--- src/rtl/morph_pkg.sv ---
// Shared definitions for the morphology controller slice.
// Holds the operation encodings driven on op_sel / accepted on cfg_mode,
// the controller FSM state type and the position counter widths.
package morph_pkg;

  typedef logic [1:0] op_t;

  localparam op_t OP_BYPASS = 2'b00;
  localparam op_t OP_ERODE  = 2'b01;
  localparam op_t OP_DILATE = 2'b10;
  localparam op_t OP_OPEN   = 2'b11;  // erode then dilate

  typedef enum logic [1:0] {
    StIdle   = 2'd0,
    StWaitVs = 2'd1,
    StActive = 2'd2,
    StFlush  = 2'd3
  } state_e;

  localparam int unsigned ColW = 11;
  localparam int unsigned RowW = 10;

endpackage

--- src/rtl/morph_ctrl_if.sv ---
// Configuration handshake bundle for morph_ctrl.
//   cfg_mode  : requested operation (op_t encoding)
//   cfg_valid : requester has a mode to hand over
//   cfg_ready : controller can accept (always high in this design)
// master = requester side, slave = morph_ctrl side.
interface morph_ctrl_if;
  import morph_pkg::*;

  op_t  cfg_mode;
  logic cfg_valid;
  logic cfg_ready;

  modport master (
    output cfg_mode,
    output cfg_valid,
    input  cfg_ready
  );

  modport slave (
    input  cfg_mode,
    input  cfg_valid,
    output cfg_ready
  );

endinterface

--- src/rtl/morph_pos_cnt.sv ---
// Pixel position tracker for the morphology window.
// Keeps an internal "next pixel" position and, for every counted pixel,
// registers that pixel's column/row plus the 3x3-window-incomplete flag.
//   clk_i, rst_ni : clock, asynchronous active-low reset
//   clr_i         : frame restart, returns everything to 0
//   pix_vld_i     : a pixel is counted this cycle
//   col_cnt_o     : column of the last counted pixel
//   row_cnt_o     : row of the last counted pixel
//   border_o      : window around that pixel crosses the frame edge
//   last_o        : the pixel counted this cycle is the final one of the frame
//   pos_col_o     : column the next pixel will receive (0 after a line wrap)
module morph_pos_cnt
  import morph_pkg::*;
#(
  parameter int unsigned H_ACT = 640,
  parameter int unsigned V_ACT = 480
) (
  input  logic            clk_i,
  input  logic            rst_ni,
  input  logic            clr_i,
  input  logic            pix_vld_i,
  output logic [ColW-1:0] col_cnt_o,
  output logic [RowW-1:0] row_cnt_o,
  output logic            border_o,
  output logic            last_o,
  output logic [ColW-1:0] pos_col_o
);

  localparam logic [ColW-1:0] ColLast = ColW'(H_ACT - 1);
  localparam logic [RowW-1:0] RowLast = RowW'(V_ACT - 1);

  logic [ColW-1:0] pos_col_q;
  logic [RowW-1:0] pos_row_q;
  logic            border_d;

  always_comb begin
    border_d = (pos_row_q < RowW'(2)) || (pos_col_q < ColW'(2)) ||
               (pos_col_q == ColLast) || (pos_row_q == RowLast);
  end

  assign last_o    = pix_vld_i && (pos_col_q == ColLast) && (pos_row_q == RowLast);
  assign pos_col_o = pos_col_q;

  always_ff @(posedge clk_i or negedge rst_ni) begin
    if (!rst_ni) begin
      pos_col_q <= '0;
      pos_row_q <= '0;
      col_cnt_o <= '0;
      row_cnt_o <= '0;
      border_o  <= 1'b0;
    end else if (clr_i) begin
      pos_col_q <= '0;
      pos_row_q <= '0;
      col_cnt_o <= '0;
      row_cnt_o <= '0;
      border_o  <= 1'b0;
    end else if (pix_vld_i) begin
      col_cnt_o <= pos_col_q;
      row_cnt_o <= pos_row_q;
      border_o  <= border_d;
      if (pos_col_q == ColLast) begin
        pos_col_q <= '0;
        // Row saturates so stray pixels after the frame stay on the last line.
        if (pos_row_q != RowLast) begin
          pos_row_q <= pos_row_q + RowW'(1);
        end
      end else begin
        pos_col_q <= pos_col_q + ColW'(1);
      end
    end
  end

endmodule

--- src/rtl/morph_ctrl.sv ---
// Frame controller for a 3x3 morphology stage.
// Accepts an operation over the cfg handshake, latches it into op_sel at the
// start of each frame, tracks pixel position, gates the line buffer and
// inserts a drain gap of FLUSH_CYC cycles after the last pixel.
//   sclk, s_rst_n            : clock, asynchronous active-low reset
//   vsync_i/hsync_i/data_en_i: video timing (vsync rise = frame start,
//                              pixels with hsync high are ignored)
//   cfg_if (slave)           : cfg_mode / cfg_valid / cfg_ready
//   op_sel                   : operation applied to the current frame
//   lb_clken, lb_flush       : line-buffer enable and clear pulse
//   col_cnt, row_cnt         : position of the current pixel
//   border_o                 : 3x3 window incomplete for that pixel
//   busy                     : frame in progress (ACTIVE or FLUSH)
// Optional MORPH_CTRL_STAT_EN adds frame_cnt (completed frames, wrapping)
// and len_err (sticky short/long line flag).
module morph_ctrl
  import morph_pkg::*;
#(
  parameter int unsigned H_ACT     = 640,
  parameter int unsigned V_ACT     = 480,
  parameter int unsigned FLUSH_CYC = 4
) (
  input  logic            sclk,
  input  logic            s_rst_n,
  input  logic            vsync_i,
  input  logic            hsync_i,
  input  logic            data_en_i,
  morph_ctrl_if.slave     cfg_if,
  output op_t             op_sel,
  output logic            lb_clken,
  output logic            lb_flush,
  output logic [ColW-1:0] col_cnt,
  output logic [RowW-1:0] row_cnt,
  output logic            border_o,
  output logic            busy
`ifdef MORPH_CTRL_STAT_EN
  ,
  output logic [15:0]     frame_cnt,
  output logic            len_err
`endif
);

  localparam int unsigned    FcW    = (FLUSH_CYC > 1) ? $clog2(FLUSH_CYC) : 1;
  localparam logic [FcW-1:0] FcLast = FcW'(FLUSH_CYC - 1);

  state_e          state_q;
  op_t             pend_q;
  logic            vsync_q;
  logic [FcW-1:0]  flush_cnt_q;

  logic            vs_rise;
  logic            de_qual;
  logic            cfg_acc;
  op_t             mode_now;
  logic            pix_vld;
  logic            pix_last;
  logic [ColW-1:0] pos_col;

  assign cfg_if.cfg_ready = 1'b1;

  assign vs_rise  = vsync_i && !vsync_q;
  assign de_qual  = data_en_i && !hsync_i;
  assign cfg_acc  = cfg_if.cfg_valid && cfg_if.cfg_ready;
  // An accept in the same cycle as the frame start wins over the pending value.
  assign mode_now = cfg_acc ? cfg_if.cfg_mode : pend_q;
  assign pix_vld  = (state_q == StActive) && de_qual && !vs_rise;

  morph_pos_cnt #(
    .H_ACT (H_ACT),
    .V_ACT (V_ACT)
  ) u_pos_cnt (
    .clk_i     (sclk),
    .rst_ni    (s_rst_n),
    .clr_i     (vs_rise),
    .pix_vld_i (pix_vld),
    .col_cnt_o (col_cnt),
    .row_cnt_o (row_cnt),
    .border_o  (border_o),
    .last_o    (pix_last),
    .pos_col_o (pos_col)
  );

  always_ff @(posedge sclk or negedge s_rst_n) begin
    if (!s_rst_n) begin
      state_q     <= StIdle;
      pend_q      <= OP_BYPASS;
      op_sel      <= OP_BYPASS;
      vsync_q     <= 1'b0;
      flush_cnt_q <= '0;
      lb_clken    <= 1'b0;
      lb_flush    <= 1'b0;
      busy        <= 1'b0;
    end else begin
      vsync_q  <= vsync_i;
      lb_clken <= de_qual && (state_q == StActive);
      lb_flush <= vs_rise;
      if (cfg_acc) begin
        pend_q <= cfg_if.cfg_mode;
      end
      unique case (state_q)
        StIdle: begin
          if (cfg_acc) begin
            state_q <= StWaitVs;
          end
        end
        StWaitVs: begin
          if (vs_rise) begin
            state_q <= StActive;
            op_sel  <= mode_now;
            busy    <= 1'b1;
          end
        end
        StActive: begin
          if (vs_rise) begin
            // Short frame: restart in place with the newest mode.
            op_sel <= mode_now;
          end else if (pix_last) begin
            state_q     <= StFlush;
            lb_flush    <= 1'b1;
            flush_cnt_q <= '0;
          end
        end
        StFlush: begin
          if (flush_cnt_q == FcLast) begin
            state_q <= StWaitVs;
            busy    <= 1'b0;
          end else begin
            flush_cnt_q <= flush_cnt_q + FcW'(1);
          end
        end
        default: begin
          state_q <= StIdle;
          busy    <= 1'b0;
        end
      endcase
    end
  end

`ifdef MORPH_CTRL_STAT_EN
  always_ff @(posedge sclk or negedge s_rst_n) begin
    if (!s_rst_n) begin
      frame_cnt <= '0;
      len_err   <= 1'b0;
    end else begin
      if (pix_last) begin
        frame_cnt <= frame_cnt + 16'd1;
      end
      // lb_clken is last cycle's qualified enable, so this is a falling edge;
      // a correct line leaves the next-pixel column wrapped back to 0.
      if (lb_clken && !de_qual && (state_q == StActive) && (pos_col != '0)) begin
        len_err <= 1'b1;
      end
    end
  end
`else
  logic unused_pos_col;
  assign unused_pos_col = ^pos_col;
`endif

endmodule

--- src/flat_wrapper.sv ---
// flat-port wrapper written by rule: the top's interface ports become plain ports
module morph_ctrl_flat import morph_pkg::*;
#(
  parameter int unsigned H_ACT     = 640,
  parameter int unsigned V_ACT     = 480,
  parameter int unsigned FLUSH_CYC = 4
)
  (sclk, s_rst_n, vsync_i, hsync_i, data_en_i, op_sel, lb_clken, lb_flush, col_cnt, row_cnt, border_o, busy, cfg_if_cfg_mode, cfg_if_cfg_valid, cfg_if_cfg_ready);
  morph_ctrl_if cfg_if_i ();
  input  logic sclk;
  input  logic s_rst_n;
  input  logic vsync_i;
  input  logic hsync_i;
  input  logic data_en_i;
  output op_t op_sel;
  output logic lb_clken;
  output logic lb_flush;
  output logic [ColW-1:0] col_cnt;
  output logic [RowW-1:0] row_cnt;
  output logic border_o;
  output logic busy;
  input wire logic [$bits(cfg_if_i.cfg_mode)-1:0] cfg_if_cfg_mode;
  input wire logic [$bits(cfg_if_i.cfg_valid)-1:0] cfg_if_cfg_valid;
  output wire logic [$bits(cfg_if_i.cfg_ready)-1:0] cfg_if_cfg_ready;
  assign cfg_if_i.cfg_mode = cfg_if_cfg_mode;
  assign cfg_if_i.cfg_valid = cfg_if_cfg_valid;
  assign cfg_if_cfg_ready = cfg_if_i.cfg_ready;
  morph_ctrl #(.H_ACT(H_ACT), .V_ACT(V_ACT), .FLUSH_CYC(FLUSH_CYC)) u_core (.sclk(sclk), .s_rst_n(s_rst_n), .vsync_i(vsync_i), .hsync_i(hsync_i), .data_en_i(data_en_i), .cfg_if(cfg_if_i), .op_sel(op_sel), .lb_clken(lb_clken), .lb_flush(lb_flush), .col_cnt(col_cnt), .row_cnt(row_cnt), .border_o(border_o), .busy(busy));
endmodule
--- config.mk ---
export PLATFORM = sky130hd
export DESIGN_NAME = morph_ctrl_flat
export DESIGN_NICKNAME = d
export VERILOG_FILES = /design/src/rtl/morph_pkg.sv /design/src/rtl/morph_ctrl_if.sv /design/src/rtl/morph_pos_cnt.sv /design/src/rtl/morph_ctrl.sv /design/src/flat_wrapper.sv
export SDC_FILE = /design/constraint.sdc
export NUM_CORES = 1
export LEC_CHECK = 0
export BUFFER_PORTS_ARGS = -buffer_cell sky130_fd_sc_hd__buf_2
export CAP_MARGIN = 20
export CORE_MARGIN = 1
export CORE_UTILIZATION = 60
export CTS_CLUSTER_DIAMETER = 100
export DETAILED_ROUTE_END_ITERATION = 12
export GPL_TIMING_DRIVEN = 0
export PLACE_DENSITY = 0.83
export SLEW_MARGIN = 20
export SYNTH_ARGS = -nofsm -noshare
export SYNTH_HDL_FRONTEND = slang
export SYNTH_SLANG_ARGS = --single-unit
export TNS_END_PERCENT = 1
--- constraint.sdc ---
create_clock -name sclk -period 3.7 [get_ports sclk]
set_input_delay 0.185 -clock sclk [delete_from_list [all_inputs] [get_ports sclk]]
set_output_delay 0.185 -clock sclk [all_outputs]
set_load 0.03 [all_outputs]
==> results.py, run 1 <==
metrics = {
    "logic_synthesis": {
        "ys_seq_area_share_pct": 52.3,
        "synth_cells": 271,
        "netlist_area_mm2": 0.00263,
        "ys_warn_count": 0,
        "synth_flop_cell": "dfrtp_1",
        "syn_nets": 287,
        "synth-edff-count": 0,
        "ys_types": 41,
        "synthArstFlopShare_pct": 100,
        "post_synth.cell_area_avg_um2": 9.70,
        "ys_seq_elements": 55,
    },
    "timing": {
        "rsz0062_at_grt": "false",
        "period_share_pct": 69.6,
        "drv_slew": 0,
        "timing.slew.headroom_pct": 54.8,
        "max_freq_ghz": 0.388,
        "setup_viol": 0,
        "min_period_ns": 2.58,
        "worst_pin_slew_ns": 0.678,
        "finalHoldViolCount": 0,
        "tns_ns": 0,
        "clock-skew-final_ns": 0.00528,
    },
    "finish": {
        "syn2layout_area_growth_pct": 14.3,
        "postLayoutCellArea_mm2": 0.00301,
        "fin_nets": 330,
        "n_antenna_cell": 0,
        "layout-drive-gt1-share_pct": 17.8,
        "fillers": 308,
        "final_cell_mix": "55 x nand2_1, 55 x dfrtp_1, 33 x buf_2",
    },
    "placed_design": {
        "portBuffers": 34,
        "dp_hpwl_um": 3760,
        "place.gp.congestion": 0.834,
        "place_area_mm2": 0.00287,
    },
    "worst_hold_path": {
        "whs_path_depth": 2,
        "hp-start": "cfg_if_cfg_mode[0]",
        "hp-class": "primary input to flop",
        "hold_end": "u_core.pend_q[0]",
    },
    "detailed_routing": {
        "wire_per_inst_um": 14.8,
        "remaining_drc_errors": 0,
        "avgViaCountPerCell": 5.81,
        "final_antenna_net_count": 0,
        "dr.pass1.iters": 4,
        "vias": 2122,
        "drt_iter0_markers": 165,
        "wl_um": 5410,
    },
    "cts": {
        "clk_pin_slew_worst_paths_ns": 0.10,
        "cts_buffers": 5,
        "clkSinkCount": 55,
        "cts-root-buf": "clkbuf_8",
        "cts.repair.resized": 0,
        "cts_tree": "built",
        "clk_path_buf_depth": 2,
        "h-tree-depth": 2,
        "clk_latency_ns": 0.32,
    },
    "power_and_ir_drop": {
        "power.leakage_nw": 1.50,
        "ir_worst_vdd_mv": 0.500,
        "powerDensity_mw_per_mm2": 479,
    },
    "setup_path": {
        "path_buf_inv": 1,
        "cpLargestDelayFamily": "simple AND/OR/NAND/NOR gates",
        "worstSetupPathType": "flop to flop",
        "worstPathArrival_ns": 2.83,
        "start_kind": "flop",
        "crit_path_end_kind": "flop",
        "critical-path-slowest-cell": "nor4_4",
        "path_max_fanout": 9,
        "r2r_slack_ns": 1.12,
        "reg2reg_from": "u_core.state_q[0]",
        "worst-path-stages": 7,
        "r2r_cells": 7,
        "crit_top_cell": "nand2_1",
        "path_cells": "inv_1, ha_1, nand3b_2, nor4_4, nand2_1, or4_1, nand2_1",
        "cpPeakStageDelay_ns": 0.59,
        "r2r-end": "u_core.u_pos_cnt.pos_row_q[5]",
        "required_ns": 3.96,
    },
    "global_route": {
        "use_met3_pct": 6.50,
        "grtUsageTotal_pct": 26.4,
        "met1_usage_pct": 35.6,
        "antenna_found_initial": 0,
        "grt_max_degree": 56,
        "overflow": 0,
        "grt.busiest_layer": "met2",
        "grt_pass1_wl_um": 8910,
        "grt_pass1_vias": 1874,
        "grt_use_met2_pct": 40.3,
    },
    "status": {
        "outcome": "completed",
    },
    "run": {
        "max-cap-violations": 0,
    },
    "floorplanning": {
        "num_io_pins": 36,
        "start_util_pct": 63.9,
        "die_area_mm2": 0.00465,
        "rows": 23,
        "core_mm2": 0.00412,
        "die_w_um": 68.2,
        "die_h_um": 68.2,
    },
}
stage by stage:
step           utilization, %  total power [W]  instances  hold WS [ns]  setup slack, ns
4_1_cts                  73.1          0.00145        365         0.108             1.16
5_1_grt                  73.1          0.00152        365         0.116            0.962
6_report                 73.1          0.00144        365         0.113             1.12
3_3_place_gp             69.6          0.00101        355         0.317             1.18
3_5_place_dp             69.6          0.00103        355         0.273             1.18
2_1_floorplan               -         0.000934        271        -0.111             1.46
cells in the mapped netlist (all sizes together), types with 5 or more instances:
cell type | number | area [um^2]
o21ai | 6 | 30.0
nor2 | 18 | 67.6
nor3 | 5 | 25.0
dfrtp | 55 | 1380
and3 | 6 | 41.3
nand2 | 55 | 206
nand3 | 13 | 65.1
inv | 10 | 37.5
ha | 8 | 100
nand4 | 11 | 68.8
xor2 | 12 | 105
clkbuf | 10 | 47.5
a21oi | 26 | 130
power breakdown:
group | leakage, nW | internal (W) | switching (W)
Sequential | 0.744 | 0.000648 | 0.0000392
Combinational | 0.692 | 0.000121 | 0.000204
Clock | 0.0618 | 0.000223 | 0.000204
Total | 1.50 | 0.000992 | 0.000447
repair_timing:
action,4_1_cts,5_1_grt
endpoints found under the hold margin,56,0
buffers inserted,0,0
hold buffers,2,0
state kept, by name, indices dropped and copies added (netlist names):
name                        flops
u_core.busy                     1
u_core.flush_cnt_q              2
u_core.lb_clken                 1
u_core.lb_flush                 1
u_core.op_sel                   2
u_core.pend_q                   2
u_core.state_q                  2
u_core.u_pos_cnt.border_o       1
u_core.u_pos_cnt.col_cnt_o     11
u_core.u_pos_cnt.pos_col_o     11
u_core.u_pos_cnt.pos_row_q     10
u_core.u_pos_cnt.row_cnt_o     10
u_core.vsync_q                  1
layer usage:
| metal | wire length [um] | vias to the layer above |
|---|---|---|
| met5 | 0 | - |
| met3 | 298 | 13 |
| met2 | 2460 | 78 |
| li1 | - | 1016 |
| met1 | 2540 | 1015 |
| met4 | 108 | 0 |
how the worst max path moves through the flow:
stage	start	endpoint	slack, ns
6_report	u_core.state_q[0]	u_core.u_pos_cnt.pos_row_q[5]	1.12
3_5_place_dp	u_core.state_q[0]	u_core.u_pos_cnt.pos_row_q[5]	1.18
2_1_floorplan	u_core.u_pos_cnt.pos_col_o[8]	u_core.flush_cnt_q[0]	1.46
4_1_cts	u_core.state_q[0]	u_core.u_pos_cnt.pos_row_q[5]	1.16
3_3_place_gp	u_core.state_q[0]	u_core.u_pos_cnt.pos_row_q[5]	1.18
5_1_grt	u_core.state_q[0]	u_core.u_pos_cnt.pos_row_q[5]	0.96
area by class of cell:
cell class                 count  area (um^2)  area share [%]
buffer                        12         66.3            2.21
tap                           50         62.6            2.08
inverter                      10         37.5            1.25
multi-input combinational    194         1150            38.2
clock inverter                 2         38.8            1.29
clock buffer                   6         82.6            2.75
timing repair buffer          36          193            6.41
sequential                    55         1380            45.8
kinds of logic after synthesis:
family / synth area share, %
other: 0.143
AOI/OAI and AO/OA: 10.5
and+or+nand+nor: 23.0
xor gates and xnor gates: 4.33
DFF: 52.3
adders and majority gates: 3.81
muxes: 2.00
buffers and inverters: 3.95
Power figures use the tool's default switching activity.
==> run 2: changes to the inputs <==
--- a/config.mk
+++ b/config.mk
@@ -8,11 +8,11 @@
 export BUFFER_PORTS_ARGS = -buffer_cell sky130_fd_sc_hd__buf_2
 export CAP_MARGIN = 20
 export CORE_MARGIN = 1
-export CORE_UTILIZATION = 60
+export CORE_UTILIZATION = 57
 export CTS_CLUSTER_DIAMETER = 100
 export DETAILED_ROUTE_END_ITERATION = 12
 export GPL_TIMING_DRIVEN = 0
-export PLACE_DENSITY = 0.83
+export PLACE_DENSITY = 0.79
 export SLEW_MARGIN = 20
 export SYNTH_ARGS = -nofsm -noshare
 export SYNTH_HDL_FRONTEND = slang
==> constraint.sdc (replaced) <==
create_clock -name sclk -period 2.7 [get_ports sclk]
set_input_delay 0.135 -clock sclk [delete_from_list [all_inputs] [get_ports sclk]]
set_output_delay 0.135 -clock sclk [all_outputs]
set_load 0.03 [all_outputs]
==> results.py, run 2 (synthesized netlist as in run 1, its figures left out) <==
metrics = {
    "placed_design": {
        "portBuffers": 34,
        "place.gp.congestion": 0.803,
        "preCtsSetupSlack_ns": 0.154,
        "dp_hpwl_um": 3750,
    },
    "cts": {
        "h-tree-depth": 2,
        "clkSinkCount": 55,
        "cts_tree": "built",
        "clk_path_buf_depth": 2,
        "cts-root-buf": "clkbuf_8",
        "cts.repair.resized": 0,
        "clk_pin_slew_worst_paths_ns": 0.10,
        "clk_latency_ns": 0.31,
        "cts_buffers": 5,
        "post_cts_buffers": 0,
    },
    "detailed_routing": {
        "drt_iter0_markers": 88,
        "final_antenna_net_count": 0,
        "vias": 2090,
        "wire_per_inst_um": 14.6,
        "dr.pass1.iters": 6,
        "avgViaCountPerCell": 5.69,
        "remaining_drc_errors": 0,
        "wl_um": 5360,
    },
    "floorplanning": {
        "die_area_mm2": 0.00489,
        "num_io_pins": 36,
        "rows": 24,
        "core_mm2": 0.00438,
        "start_util_pct": 60.0,
        "die_h_um": 69.9,
        "die_w_um": 69.9,
    },
    "finish": {
        "layout-drive-gt1-share_pct": 17.8,
        "syn2layout_area_growth_pct": 13.3,
        "fin_nets": 330,
        "n_antenna_cell": 0,
        "final_cell_mix": "55 x nand2_1, 55 x dfrtp_1, 33 x buf_2",
    },
    "timing": {
        "period_share_pct": 92.7,
        "setup_ws_ns": 0.196,
        "setup_viol": 0,
        "min_period_ns": 2.50,
        "rsz0062_at_grt": "false",
        "clock-skew-final_ns": 0.00365,
        "finalHoldViolCount": 0,
        "drv_slew": 0,
        "tns_ns": 0,
        "timing.slew.headroom_pct": 53.9,
        "max_freq_ghz": 0.399,
        "worst_pin_slew_ns": 0.692,
    },
    "global_route": {
        "overflow": 0,
        "grtUsageTotal_pct": 23.4,
        "antenna_found_initial": 0,
        "grt_max_degree": 56,
        "grt_pass1_wl_um": 9150,
        "grt_pass1_vias": 1941,
    },
    "setup_path": {
        "cpLargestDelayFamily": "simple AND/OR/NAND/NOR gates",
        "start_kind": "flop",
        "path_max_fanout": 8,
        "path_cells": "buf_6, or4b_4, nor4_4, nand2_1, or4_1, nand2_1",
        "worstSetupPathType": "flop to flop",
        "path_buf_inv": 1,
        "cpPeakStageDelay_ns": 0.56,
        "crit_path_end_kind": "flop",
        "critical-path-slowest-cell": "or4b_4",
        "required_ns": 2.96,
        "worstPathArrival_ns": 2.76,
        "crit_top_cell": "nand2_1",
    },
    "power_and_ir_drop": {
        "seqPwrFrac_pct": 50.9,
        "p_sw_share_pct": 32.9,
        "power.leakage_nw": 1.48,
        "pwr-share-clk_pct": 25.3,
        "powerDensity_mw_per_mm2": 620,
        "internal_power_w": 0.00124,
        "p_comb_share_pct": 23.8,
        "p_switching_w": 0.000608,
        "ir_worst_vdd_mv": 0.596,
    },
    "worst_hold_path": {
        "hp-class": "primary input to flop",
    },
    "run": {
        "max-cap-violations": 0,
    },
    "status": {
        "outcome": "completed",
    },
}
-- run 2: cell count changes in the layout (fill, tap and decap cells not counted), sizes merged --
cell | before | now
bufinv | 1 | 0
clkbuf | 16 | 15
clkinvlp | 0 | 2
-- run 2: path summary, 6_finish.rpt --
check / slack, ns / from / cells after the start / end
hold reg to reg: 0.51 / u_core.pend_q[0] / 1 / u_core.pend_q[0]
min in group asynchronous: 0.39 / s_rst_n / 2 / u_core.u_pos_cnt.pos_col_o[9]
setup reg to reg: 0.20 / u_core.u_pos_cnt.pos_col_o[8] / 6 / u_core.u_pos_cnt.pos_row_q[5]
setup / recovery: 0.20 / u_core.u_pos_cnt.pos_col_o[8] / 6 / u_core.u_pos_cnt.pos_row_q[5]
max in group asynchronous: 1.84 / s_rst_n / 2 / u_core.flush_cnt_q[0]
hold / removal: 0.07 / cfg_if_cfg_mode[0] / 2 / u_core.pend_q[0]
-- run 2: final cells by class --
type | instances | area [um^2]
Multi-Input combinational cell | 194 | 1150
Fill cell | 352 | 1400
Inverter | 10 | 37.5
Timing Repair Buffer | 36 | 193
Clock buffer | 5 | 68.8
Buffer | 12 | 66.3
Sequential cell | 55 | 1380
Tap cell | 52 | 65.1
Clock inverter | 3 | 23.8
-- run 2: worst reg2reg max path, stage by stage (launching register included) --
cell and delay [ns]:
dfrtp_1 0.38, buf_6 0.13, or4b_4 0.56, nor4_4 0.49
nand2_1 0.26, or4_1 0.54, nand2_1 0.08
-- run 2: what timing repair did --
item                                    in CTS  in global routing
endpoints found under the setup margin       0                  1
hold endpoints to repair                    56                  0
hold buffers                                 2                  0
-- run 2: power by group through the flow --
stage | sequential, W | clock, W | combinational [W]
2_1_floorplan | 0.000995 | 0 | 0.000284
3_3_place_gp | 0.000954 | 0 | 0.000432
3_5_place_dp | 0.000957 | 0 | 0.000443
4_1_cts | 0.000941 | 0.000477 | 0.000446
5_1_grt | 0.000949 | 0.000500 | 0.000491
6_report | 0.000940 | 0.000468 | 0.000440
-- run 2: through the flow --
step           total power, W  instances  area [um^2]  util (%)  hold slack, ns
5_1_grt               0.00194        367         2980      68.0          0.0824
3_5_place_dp          0.00140        357         2870      65.4           0.225
3_3_place_gp          0.00139        357         2870      65.4           0.269
6_report              0.00185        367         2980      68.0          0.0675
2_1_floorplan         0.00128        271         2630         -          -0.161
4_1_cts               0.00186        367         2980      68.0          0.0676
-- run 2: layer usage --
layer  track usage (%)  vias up  part of all wire [%]
met4              6.44        0                   1.4
met2              38.4       57                    48
met1              31.6     1015                    46
li1                  -     1010                     -
met5                 0        -                     0
met3              5.34        8                   5.1
